### config.mk
export PLATFORM = sky130hd
export DESIGN_NAME = ahb_bus_owner_ctrl
export DESIGN_NICKNAME = d
export VERILOG_FILES = /design/src/rtl/ahb_pkg.sv /design/src/rtl/ahb_burst_tracker.sv /design/src/rtl/ahb_bus_owner_ctrl.sv
export SDC_FILE = /design/constraint.sdc
export NUM_CORES = 1
export LEC_CHECK = 0
export ABC_AREA = 0
export CAP_MARGIN = 0
export CELL_PAD_IN_SITES_DETAIL_PLACEMENT = 1
export CELL_PAD_IN_SITES_GLOBAL_PLACEMENT = 2
export CORE_ASPECT_RATIO = 0.7
export CORE_MARGIN = 10
export CORE_UTILIZATION = 11
export DETAILED_ROUTE_END_ITERATION = 8
export PLACE_DENSITY_LB_ADDON = 0.1
export SLEW_MARGIN = 15
export SYNTH_ARGS = -nofsm -noshare
export SYNTH_HDL_FRONTEND = slang
export SYNTH_HIERARCHICAL = 1
export SYNTH_SLANG_ARGS = --single-unit
export TNS_END_PERCENT = 10
### constraint.sdc
create_clock -name Hclk -period 2 [get_ports Hclk]
set_input_delay 0.3 -clock Hclk [delete_from_list [all_inputs] [get_ports Hclk]]
set_output_delay 0.3 -clock Hclk [all_outputs]
set_load 0.01 [all_outputs]
### src/rtl/ahb_pkg.sv
`default_nettype none
// ============================================================================
// Module   : ahb_pkg
// Brief    : Shared AHB encodings, master count and burst-length helper.
// Revision : 1.0
// ============================================================================
package ahb_pkg;

    localparam int MASTER_NUM = 3;

    typedef enum logic [1:0] {
        HTRANS_IDLE   = 2'b00,
        HTRANS_BUSY   = 2'b01,
        HTRANS_NONSEQ = 2'b10,
        HTRANS_SEQ    = 2'b11
    } htrans_e;

    localparam logic [2:0] c_hburst_single = 3'b000;
    localparam logic [2:0] c_hburst_incr   = 3'b001;
    localparam logic [2:0] c_hburst_wrap4  = 3'b010;
    localparam logic [2:0] c_hburst_incr4  = 3'b011;
    localparam logic [2:0] c_hburst_wrap8  = 3'b100;
    localparam logic [2:0] c_hburst_incr8  = 3'b101;
    localparam logic [2:0] c_hburst_wrap16 = 3'b110;
    localparam logic [2:0] c_hburst_incr16 = 3'b111;

    localparam logic [1:0] c_hresp_okay  = 2'b00;
    localparam logic [1:0] c_hresp_error = 2'b01;
    localparam logic [1:0] c_hresp_retry = 2'b10;
    localparam logic [1:0] c_hresp_split = 2'b11;

    // Beats still owed after the NONSEQ of a fixed-length burst; 0 = undefined length.
    function automatic logic [3:0] burst_remaining(input logic [2:0] hburst);
        case (hburst)
            c_hburst_wrap4,  c_hburst_incr4:  burst_remaining = 4'd3;
            c_hburst_wrap8,  c_hburst_incr8:  burst_remaining = 4'd7;
            c_hburst_wrap16, c_hburst_incr16: burst_remaining = 4'd15;
            default:                          burst_remaining = 4'd0;
        endcase
    endfunction

endpackage
`default_nettype wire

### src/rtl/ahb_burst_tracker.sv
`default_nettype none
// ============================================================================
// Module   : ahb_burst_tracker
// Brief    : IDLE/SINGLE/BURST tracker with beat counting and early-termination pulse.
// Revision : 1.0
// ============================================================================
module ahb_burst_tracker (
    input  logic       Hclk,
    input  logic       Hresetn,
    input  logic       Hready,
    input  logic [1:0] Hresp,
    input  logic [1:0] htrans,
    input  logic [2:0] hburst,
    input  logic       handover,
    output logic       burst_active,
    output logic [3:0] beat_cnt,
    output logic       early_term
);
    import ahb_pkg::*;

    localparam logic [1:0] c_st_idle   = 2'd0;
    localparam logic [1:0] c_st_single = 2'd1;
    localparam logic [1:0] c_st_burst  = 2'd2;

    logic [1:0] r_state, w_nxt_state, w_new_state;
    logic [3:0] r_rem, w_nxt_rem, w_new_rem;
    logic [3:0] r_cnt, w_nxt_cnt, w_cnt_inc;
    logic       r_early, w_early, r_burst_active;
    logic       w_error, w_live;
    htrans_e    w_trans;

    assign w_trans     = htrans_e'(htrans);
    assign w_error     = (Hresp == c_hresp_error);
    assign w_live      = (r_state == c_st_burst) && (r_rem != 4'd0);
    assign w_new_rem   = burst_remaining(hburst);
    assign w_new_state = (w_new_rem != 4'd0) ? c_st_burst : c_st_single;
    assign w_cnt_inc   = (r_cnt == 4'hF) ? 4'hF : r_cnt + 4'd1;

    always_ff @(posedge Hclk or negedge Hresetn) begin : p_state
        if (!Hresetn) begin
            r_state        <= c_st_idle;
            r_rem          <= 4'd0;
            r_cnt          <= 4'd0;
            r_early        <= 1'b0;
            r_burst_active <= 1'b0;
        end else begin
            r_state        <= w_nxt_state;
            r_rem          <= w_nxt_rem;
            r_cnt          <= w_nxt_cnt;
            r_early        <= w_early;
            r_burst_active <= (w_nxt_state == c_st_burst);
        end
    end

    // An ERROR response cuts a live burst short even while Hready is low.
    always_comb begin : p_next
        w_nxt_state = r_state;
        w_nxt_rem   = r_rem;
        w_nxt_cnt   = r_cnt;
        w_early     = 1'b0;
        if (w_error && w_live) begin
            w_early = 1'b1;
            if (Hready && (w_trans == HTRANS_NONSEQ)) begin
                w_nxt_state = w_new_state;
                w_nxt_rem   = w_new_rem;
                w_nxt_cnt   = 4'd1;
            end else begin
                w_nxt_state = c_st_idle;
                w_nxt_rem   = 4'd0;
                w_nxt_cnt   = 4'd0;
            end
        end else if (Hready) begin
            if (w_trans == HTRANS_NONSEQ) begin
                w_early     = w_live;
                w_nxt_state = w_new_state;
                w_nxt_rem   = w_new_rem;
                w_nxt_cnt   = 4'd1;
            end else begin
                w_nxt_state = c_st_idle;
                w_nxt_rem   = 4'd0;
                w_nxt_cnt   = 4'd0;
                case (r_state)
                    c_st_single: begin
                        if (w_trans == HTRANS_SEQ) begin
                            w_nxt_state = c_st_single;
                            w_nxt_cnt   = w_cnt_inc;
                        end
                    end
                    c_st_burst: begin
                        // A handover on the final SEQ beat is a normal completion.
                        if (w_live) begin
                            if (handover && !((w_trans == HTRANS_SEQ) && (r_rem == 4'd1))) begin
                                w_early = 1'b1;
                            end else if (w_trans == HTRANS_SEQ) begin
                                w_nxt_state = c_st_burst;
                                w_nxt_rem   = r_rem - 4'd1;
                                w_nxt_cnt   = w_cnt_inc;
                            end else if (w_trans == HTRANS_BUSY) begin
                                w_nxt_state = c_st_burst;
                                w_nxt_rem   = r_rem;
                                w_nxt_cnt   = r_cnt;
                            end else begin
                                w_early = 1'b1;
                            end
                        end
                    end
                    default: ;
                endcase
            end
        end
    end

    always_comb begin : p_out
        burst_active = r_burst_active;
        beat_cnt     = r_cnt;
        early_term   = r_early;
    end

endmodule
`default_nettype wire

### src/rtl/ahb_bus_owner_ctrl.sv
`default_nettype none
// ============================================================================
// Module   : ahb_bus_owner_ctrl
// Brief    : Address/data-phase bus ownership tracking and master muxing.
// Revision : 1.0
// ============================================================================
module ahb_bus_owner_ctrl #(
    parameter int MASTER_NUM     = ahb_pkg::MASTER_NUM,
    parameter int DEFAULT_MASTER = 0
) (
    input  logic                        Hclk,
    input  logic                        Hresetn,
    input  logic [MASTER_NUM-1:0]       Hgrant,
    input  logic                        Hready,
    input  logic [1:0]                  Hresp,
    input  logic [MASTER_NUM-1:0][1:0]  Htrans_m,
    input  logic [MASTER_NUM-1:0][2:0]  Hburst_m,
    input  logic [MASTER_NUM-1:0][31:0] Haddr_m,
    input  logic [MASTER_NUM-1:0][31:0] Hwdata_m,
    output logic [1:0]                  Htrans,
    output logic [2:0]                  Hburst,
    output logic [31:0]                 Haddr,
    output logic [31:0]                 Hwdata,
    output logic [1:0]                  Hmaster,
    output logic [1:0]                  Hmaster_d,
    output logic                        burst_active,
    output logic [3:0]                  beat_cnt,
    output logic                        early_term,
    output logic                        grant_err
);
    import ahb_pkg::*;

    logic [1:0] r_hmaster, r_hmaster_d, w_next_master;
    logic       r_grant_err, w_multi_hot, w_handover;

    // Lowest set grant bit wins; an empty grant parks the bus on DEFAULT_MASTER.
    always_comb begin : p_grant_enc
        w_next_master = 2'(DEFAULT_MASTER);
        for (int i = MASTER_NUM - 1; i >= 0; i--) begin
            if (Hgrant[i]) begin
                w_next_master = 2'(i);
            end
        end
    end

    assign w_multi_hot = |(Hgrant & (Hgrant - MASTER_NUM'(1)));
    assign w_handover  = (w_next_master != r_hmaster);

    always_ff @(posedge Hclk or negedge Hresetn) begin : p_owner
        if (!Hresetn) begin
            r_hmaster   <= 2'(DEFAULT_MASTER);
            r_hmaster_d <= 2'(DEFAULT_MASTER);
            r_grant_err <= 1'b0;
        end else begin
            r_grant_err <= Hready & w_multi_hot;
            if (Hready) begin
                r_hmaster   <= w_next_master;
                r_hmaster_d <= r_hmaster;
            end
        end
    end

    always_comb begin : p_mux
        Htrans = 2'b00;
        Hburst = 3'b000;
        Haddr  = 32'd0;
        Hwdata = 32'd0;
        for (int i = 0; i < MASTER_NUM; i++) begin
            if (r_hmaster == 2'(i)) begin
                Htrans = Htrans_m[i];
                Hburst = Hburst_m[i];
                Haddr  = Haddr_m[i];
            end
            if (r_hmaster_d == 2'(i)) begin
                Hwdata = Hwdata_m[i];
            end
        end
    end

    assign Hmaster   = r_hmaster;
    assign Hmaster_d = r_hmaster_d;
    assign grant_err = r_grant_err;

    ahb_burst_tracker u_burst_tracker (
        .Hclk         (Hclk),
        .Hresetn      (Hresetn),
        .Hready       (Hready),
        .Hresp        (Hresp),
        .htrans       (Htrans),
        .hburst       (Hburst),
        .handover     (w_handover),
        .burst_active (burst_active),
        .beat_cnt     (beat_cnt),
        .early_term   (early_term)
    );

endmodule
`default_nettype wire

==> reports/qor.yml <==
drive_above_1_share: 0.2173
tns_ns: -0.3910
worstSetupEndpointType: "flop"
cts_tree: "yes"
numCtsBuffers: 3
synth_nets: 566
nNetsFinal: 894
synth-async-reset-ratio: 1.000
start_util: 0.1113
avgSynthCellArea_sq_um: 7.587
io_buffer_count: 294
cap_violations: 0
crit_arrival_ns: 2.23
final_cells: 991
syn_inst: 345
path_cells: "nor2b_4 -> buf_6 -> buf_6 -> a211oi_4 -> buf_6 -> inv_4 -> a41oi_4 -> buf_4 -> a211oi_4 -> a221o_1"
drt_wl_total_um: 18570
power_mw: 2.538
p_switching_uw: 921.1
antenna_found_initial: 1
area_growth_pct: 143.2
power_frac_comb: 0.678
cts_hold_buf: 0
yosysTopAreaCellShare: 0.2639
hp-class: "primary input to asynchronous set/reset pin"
avgRoutedWirePerCell_um: 18.74
final_cell_area_sq_um: 6366
drtPass1Iterations: 4
grt_max_degree: 35
tightest_slew_ns: 0.3739
synth.top_cells.by_count: "mux2i_1 (69), nand2_1 (69), o21ai_1 (60), dfrtp_1 (17)"
vias_per_cell: 3.920
ys_warn_count: 6
crit_type: "flop to flop"
drt_iter0_markers: 45
critical_path.max_stage_delay_ns: 0.42
die_area_sq_um: 30460
num_vias: 3885
synth.distinct_cells: 47
cts_root_buffer: "clkbuf_16"
sw_frac_of_total: 0.3629
hold_viol: 0
rsz0062_at_grt: "true"
clock_latency_ns: 0.25
routabilityCongestion: 0.7667
final.min_clock_period_ns: 2.104
regArea_sq_um: 429.2
status: "finished with violations"
synth.area.top_cells: "mux2i_1 (26%), dfrtp_1 (16%), o21ai_1 (11%)"
worstPathRequired_ns: 2.13
pwr-share-seq: 0.161
peakVddDrop_v: 0.0002253
synth_edf_count: 0
dp_hpwl_um: 16180
h-tree-depth: 1
grt_usage: 0.1144
clockBufferDepth: 2
yosysSeqAreaShare: 0.1625
syn_area_sq_um: 2618
slew_viol_final: 0
startpoint_type: "flop"
die_x_um: 204.4
p_leak_nw: 2.518
cp_slowest_cell: "dfrtp_2"
skew_ns: 0.001760
period_share: 1.052
drcViolationCount: 0
drtAntennaViolNets: 0
yosysTopAreaCell: "mux2i_1"
die_h_um: 149.1
power.internal_mw: 1.617
placed_cells: 972
relSlewSlack: 0.7481
setup_violations: 7
cp_max_fo: 5
first_global_vias: 4327
dpl_cell_area_sq_um: 6182
ys.flop_type: "dfrtp_1"
multi_input_area_sq_um: 2121
grt_pass1_wl_um: 27320
fp-row-count: 47
clkPwrFrac: 0.161
fmax_mhz: 475.4
io-pin-count: 295
ys_seq_elements: 17
cts.sinks: 17
powerDensity_nw_per_um2: 398.7
failed_checks: "negative setup slack"
worst_slack_ns: -0.1037
fillerInstances: 2782
cp_common_cell: "buf_6"
coreArea_sq_um: 23520
grt_remaining_overflow: 0
clkTransAtPathRegs_ns: 0.05
final timing paths:
path,startpoint,end,slack [ns],cells past startpoint
max in group asynchronous,Hresetn,Hmaster_d[0]$_DFFE_PN0P_,1.41,2
hold reg to reg,u_burst_tracker/beat_cnt[1]$_DFFE_PN0P_,u_burst_tracker/beat_cnt[1]$_DFFE_PN0P_,0.58,2
hold / removal,Hresetn,u_burst_tracker/beat_cnt[3]$_DFFE_PN0P_,0.38,2
setup / recovery,Hmaster[1]$_DFFE_PN0P_,u_burst_tracker/beat_cnt[0]$_DFFE_PN0P_,-0.10,10
min in group Hclk,Hgrant[0],grant_err$_DFF_PN0_,0.39,3
setup reg to reg,Hmaster[1]$_DFFE_PN0P_,u_burst_tracker/beat_cnt[0]$_DFFE_PN0P_,-0.10,10
registers in the layout (all words and copies together), names as in the netlist:
register                      cells
u_burst_tracker/beat_cnt          4
u_burst_tracker/r_rem             4
Hmaster                           2
Hmaster_d                         2
u_burst_tracker/r_state           2
grant_err                         1
u_burst_tracker/burst_active      1
u_burst_tracker/early_term        1
critical path: cells and delay by family, from the launching register on:
family / cells / cell delay [ns]
flip-flops: 1 / 0.42
AND/OR/NAND/NOR: 1 / 0.15
AO/OA/AOI/OAI: 4 / 0.86
buffers and inverters: 5 / 0.56
through the flow:
stage / setup WS (ns) / utilization / hold slack, ns
floorplan: -0.02541 / - / 0.004409
global placement: -0.4131 / 0.2628 / 0.5524
detailed placement: -0.4737 / 0.2628 / 0.5575
CTS: -0.1572 / 0.2684 / 0.3948
global route: -0.1937 / 0.2706 / 0.4059
finish: -0.1037 / 0.2706 / 0.3803
power by group through the flow:
stage / Sequential, mW / Combinational (mW) / Clock [mW]
floorplan: 0.410 / 0.682 / 0
global placement: 0.417 / 1.80 / 0
detailed placement: 0.417 / 1.81 / 0
CTS: 0.410 / 1.73 / 0.416
global route: 0.414 / 1.87 / 0.437
finish: 0.409 / 1.72 / 0.409
metal layers:
metal / up-vias / GRT usage / share of wire
met4: 0 / 0.01403 / 0.0044
met5: - / 0 / 0
met1: 1851 / 0.1336 / 0.43
met3: 6 / 0.03082 / 0.066
met2: 144 / 0.2096 / 0.50
li1: 1884 / - / -
repair_timing:
item,4_1_cts,5_1_grt
cloned,1,0
pin swaps,2,12
setup buffers,7,6
resized for setup,86,92
endpoints found under the setup margin,79,47
cells in the final DEF (no fill, tap or decap), types with 2 or more instances in the layout:
cell	instances
clkdlybuf4s50_1	223
nand2_1	69
mux2i_1	66
o21ai_1	57
buf_4	43
dlygate4sd2_1	33
clkbuf_2	19
o21ai_2	15
dfrtp_1	14
nand2_2	10
buf_2	10
inv_1	7
a21oi_1	7
buf_12	6
buf_6	6
ha_1	6
nand3_1	5
dlymetal6s2s_1	4
clkdlybuf4s15_1	4
nor2_1	4
dfrtp_2	3
o21ai_4	3
mux2i_2	3
o21ai_0	3
nand3b_1	3
mux2_2	3
clkbuf_16	3
nand2b_1	3
nor2b_4	2
a211oi_4	2
nor2b_1	2
a2bb2oi_1	2
o211ai_1	2
a22o_1	2
nor2_2	2
cells by family (layout without fill, tap and decap cells):
group,Yosys count,after routing,share of synthesized area
muxes,72,72,0.2768
DFF,17,17,0.1625
buffers and inverters,35,362,0.08651
other,0,1,0
and+or+nand+nor,112,112,0.2060
AOI/OAI and AO/OA,103,103,0.2395
adders and majority gates,6,6,0.02868
area by class of cell:
type                    count  share of cell area
diodes                      1           0.0003931
clock buffers               3             0.01179
clock inverters             1           0.0007862
inverters                   9            0.005700
multi-input cells         293              0.3331
flip-flops and latches     17             0.06741
well taps                 318             0.06250
repair buffers            349              0.5183
Note: power is estimated with default switching activity, not from simulation.
==> patch (same flow settings) <==
The output `grant_err` loses its register stage (`r_grant_err` becomes a continuous assignment).
--- a/src/rtl/ahb_bus_owner_ctrl.sv
+++ b/src/rtl/ahb_bus_owner_ctrl.sv
@@ -50,15 +50,15 @@
         if (!Hresetn) begin
             r_hmaster   <= 2'(DEFAULT_MASTER);
             r_hmaster_d <= 2'(DEFAULT_MASTER);
-            r_grant_err <= 1'b0;
         end else begin
-            r_grant_err <= Hready & w_multi_hot;
             if (Hready) begin
                 r_hmaster   <= w_next_master;
                 r_hmaster_d <= r_hmaster;
             end
         end
     end
+
+    assign r_grant_err = Hready & w_multi_hot;
 
     always_comb begin : p_mux
         Htrans = 2'b00;
Check against the original RTL: not equivalent (a bounded check fails within 4 cycles, from zero or initial values and one cycle with Hresetn low).
==> patch against the unedited design <==
Worst setup slack better by 0.016 ns; the run still ends with negative setup slack left; via count shrank 1.4%; highest routed layer unchanged; critical endpoint is now u_burst_tracker/r_rem[3]$_DFFE_PN0P_; combinational power about the same; largest cell class unchanged; sequential cell count down 1; area after synthesis shrank 0.96%; final area is 0.24% lower; wire length increased by 0.53%; largest power group unchanged; synthesized cell count fell by 0.29%; final cell count is 1.7% lower; power shrank 1.1%; non-clock buffer count fell by 10.
==> patch: results (changes against the unedited design) <==
| Metric | Value |
|---|---|
| Clk Latency, worst-skew pair | 0.25 ns (about the same) |
| Vias per cell | 3.93 (was 3.92) |
| RD Place Congestion | 0.805 (was 0.767) |
| Post-synthesis async set-or-reset flop share | 1.00 (unchanged) |
| Failing checks | negative setup slack (unchanged) |
| Final HPWL DP | 16,000 um (was 16,200 um) |
| Setup violators final | 7 (unchanged) |
| Unique masters post-synth | 47 (unchanged) |
| Layout cells sized above 1 | 0.180 (was 0.217) |
| Ant. Diodes | 0 (was 1) |
| CP arrival | 2.22 ns |
| Initial antenna violation count | 0 (was 1) |
| Min-Delay Path Class | input port to async pin (unchanged) |
| PortBufs | 294 (unchanged) |
| Total GRT Usage | 0.115 (was 0.114) |
| CTS HTree Levels | 1 (unchanged) |
| Synth area leaders | mux2i_1 (27%), dfrtp_1 (15%), o21ai_1 (12%) (was mux2i_1 (26%), dfrtp_1 (16%), o21ai_1 (11%)) |
| Wire per inst | 19.2 um (was 18.7 um) |
| Outcome | complete, but fails checks (unchanged) |
| Synth Area in Adders | 0.0290 (was 0.0287) |
| Commonest cells post-synth | mux2i_1 (69), nand2_1 (69), o21ai_1 (60) (unchanged) |
| Maximum number of pins on one net before global-route repair | 34 (was 35) |
| Skew final | 0.00308 ns (was 0.00176 ns) |
| Vias in the first global route | 4,168 (was 4,327) |
| Fillers | 2,751 (was 2,782) |
| Leakage power | 2.49 nW (was 2.52 nW) |
| Synth warnings | 6 (unchanged) |
| Synth Area per Inst | 7.54 um2 (was 7.59 um2) |
| Sequential share of the synthesized area | 0.154 (was 0.163) |
| VDD IR-drop max | 0.000321 V (was 0.000225 V) |
| Syn Nets | 565 (was 566) |
| Worst-path clk slew | 0.05 ns (about the same) |
| Post-synthesis mux area share | 0.279 (was 0.277) |
| Slew margin rel. | 0.744 (was 0.748) |
| Setup ws final | -0.0878 ns (was -0.104 ns) |
| Nets | 884 (was 894) |
| Synth Area in XOR/XNOR | 0 (unchanged) |
| First-pass GRT wire length | 27,200 um (was 27,300 um) |
| Clk root buf | clkbuf_16 (unchanged) |
| Maximum clock path buffer count | 2 (unchanged) |
| DR iter-0 viols | 93 (was 45) |
| Vias | 3,831 (was 3,885) |
| Critical path fanouts, max | 5 (unchanged) |
| Placed Cells incl. Taps | 964 (was 972) |
| Compound-Gate Fraction of Synth Area | 0.242 (was 0.239) |
[patch: worst paths after layout]
path,start,end,slack [ns],cells past startpoint
max,Hmaster[0]$_DFFE_PN0P_,u_burst_tracker/r_rem[3]$_DFFE_PN0P_,-0.09,10
min,Hresetn,u_burst_tracker/beat_cnt[0]$_DFFE_PN0P_,0.38,2
max reg2reg,Hmaster[0]$_DFFE_PN0P_,u_burst_tracker/r_rem[3]$_DFFE_PN0P_,-0.09,10
min reg2reg,u_burst_tracker/r_rem[3]$_DFFE_PN0P_,u_burst_tracker/r_rem[3]$_DFFE_PN0P_,0.57,1
max in group asynchronous,Hresetn,Hmaster_d[0]$_DFFE_PN0P_,1.41,2
min in group Hclk,Hgrant[1],Hmaster[0]$_DFFE_PN0P_,0.42,3
[patch: critical path: stages (launching register included)]
cell and delay, ns:
dfrtp_2 0.46, buf_4 0.16, buf_6 0.11, inv_4 0.05, nor4b_4 0.04, a211oi_2 0.35
nor2_2 0.08, nand4_1 0.19, a21o_2 0.23, o21ai_2 0.07, a22o_1 0.22
[patch: final cells by class]
class | instances | share of cell area
multi-input cells | 294 | 0.334
flip-flops and latches | 16 | 0.0636
repair buffers | 339 | 0.522
well taps | 312 | 0.0615
clock buffers | 4 | 0.0124
inverters | 9 | 0.00571
[patch: power breakdown]
part,total (W),switching (W),internal (W)
Sequential,0.000386,0.0000317,0.000354
Combinational,0.00172,0.000737,0.000987
Clock,0.000400,0.000129,0.000271
[patch: layer usage]
metal	part of all wire	GRT usage	wire length [um]	vias up
met2	0.50	0.206	9260	158
li1	-	-	-	1860
met3	0.085	0.0391	1590	4
met1	0.41	0.134	7730	1809
met4	0.0046	0.00893	85	0
met5	0	0	0	-
[patch: timing repair]
| item | in CTS | in global routing |
|---|---|---|
| gates resized for setup | 81 | 55 |
| cloned | 0 | 1 |
| setup endpoints to repair | 81 | 42 |
| pin swaps | 1 | 16 |
| setup buffers | 3 | 4 |
| hold endpoints to repair | 0 | 0 |
[patch: cells by family (layout without fill, tap and decap cells)]
kind of cell / after synthesis / in the layout
fa+ha+maj: 6 / 6
mux: 72 / 72
flops: 16 / 16
simple gates: 112 / 112
buf+inv: 35 / 352
compound gates: 103 / 104
[patch: stage by stage]
step           cell area [um2]  TNS (ns)  worst slack [ns]  power (W)
2_1_floorplan             2630   -0.0796           -0.0254    0.00107
3_3_place_gp              6170     -4.41            -0.365    0.00221
3_5_place_dp              6170     -5.43            -0.425    0.00222
4_1_cts                   6230     -1.16            -0.250    0.00252
5_1_grt                   6350     -1.68            -0.207    0.00269
6_report                  6350    -0.512           -0.0878    0.00251
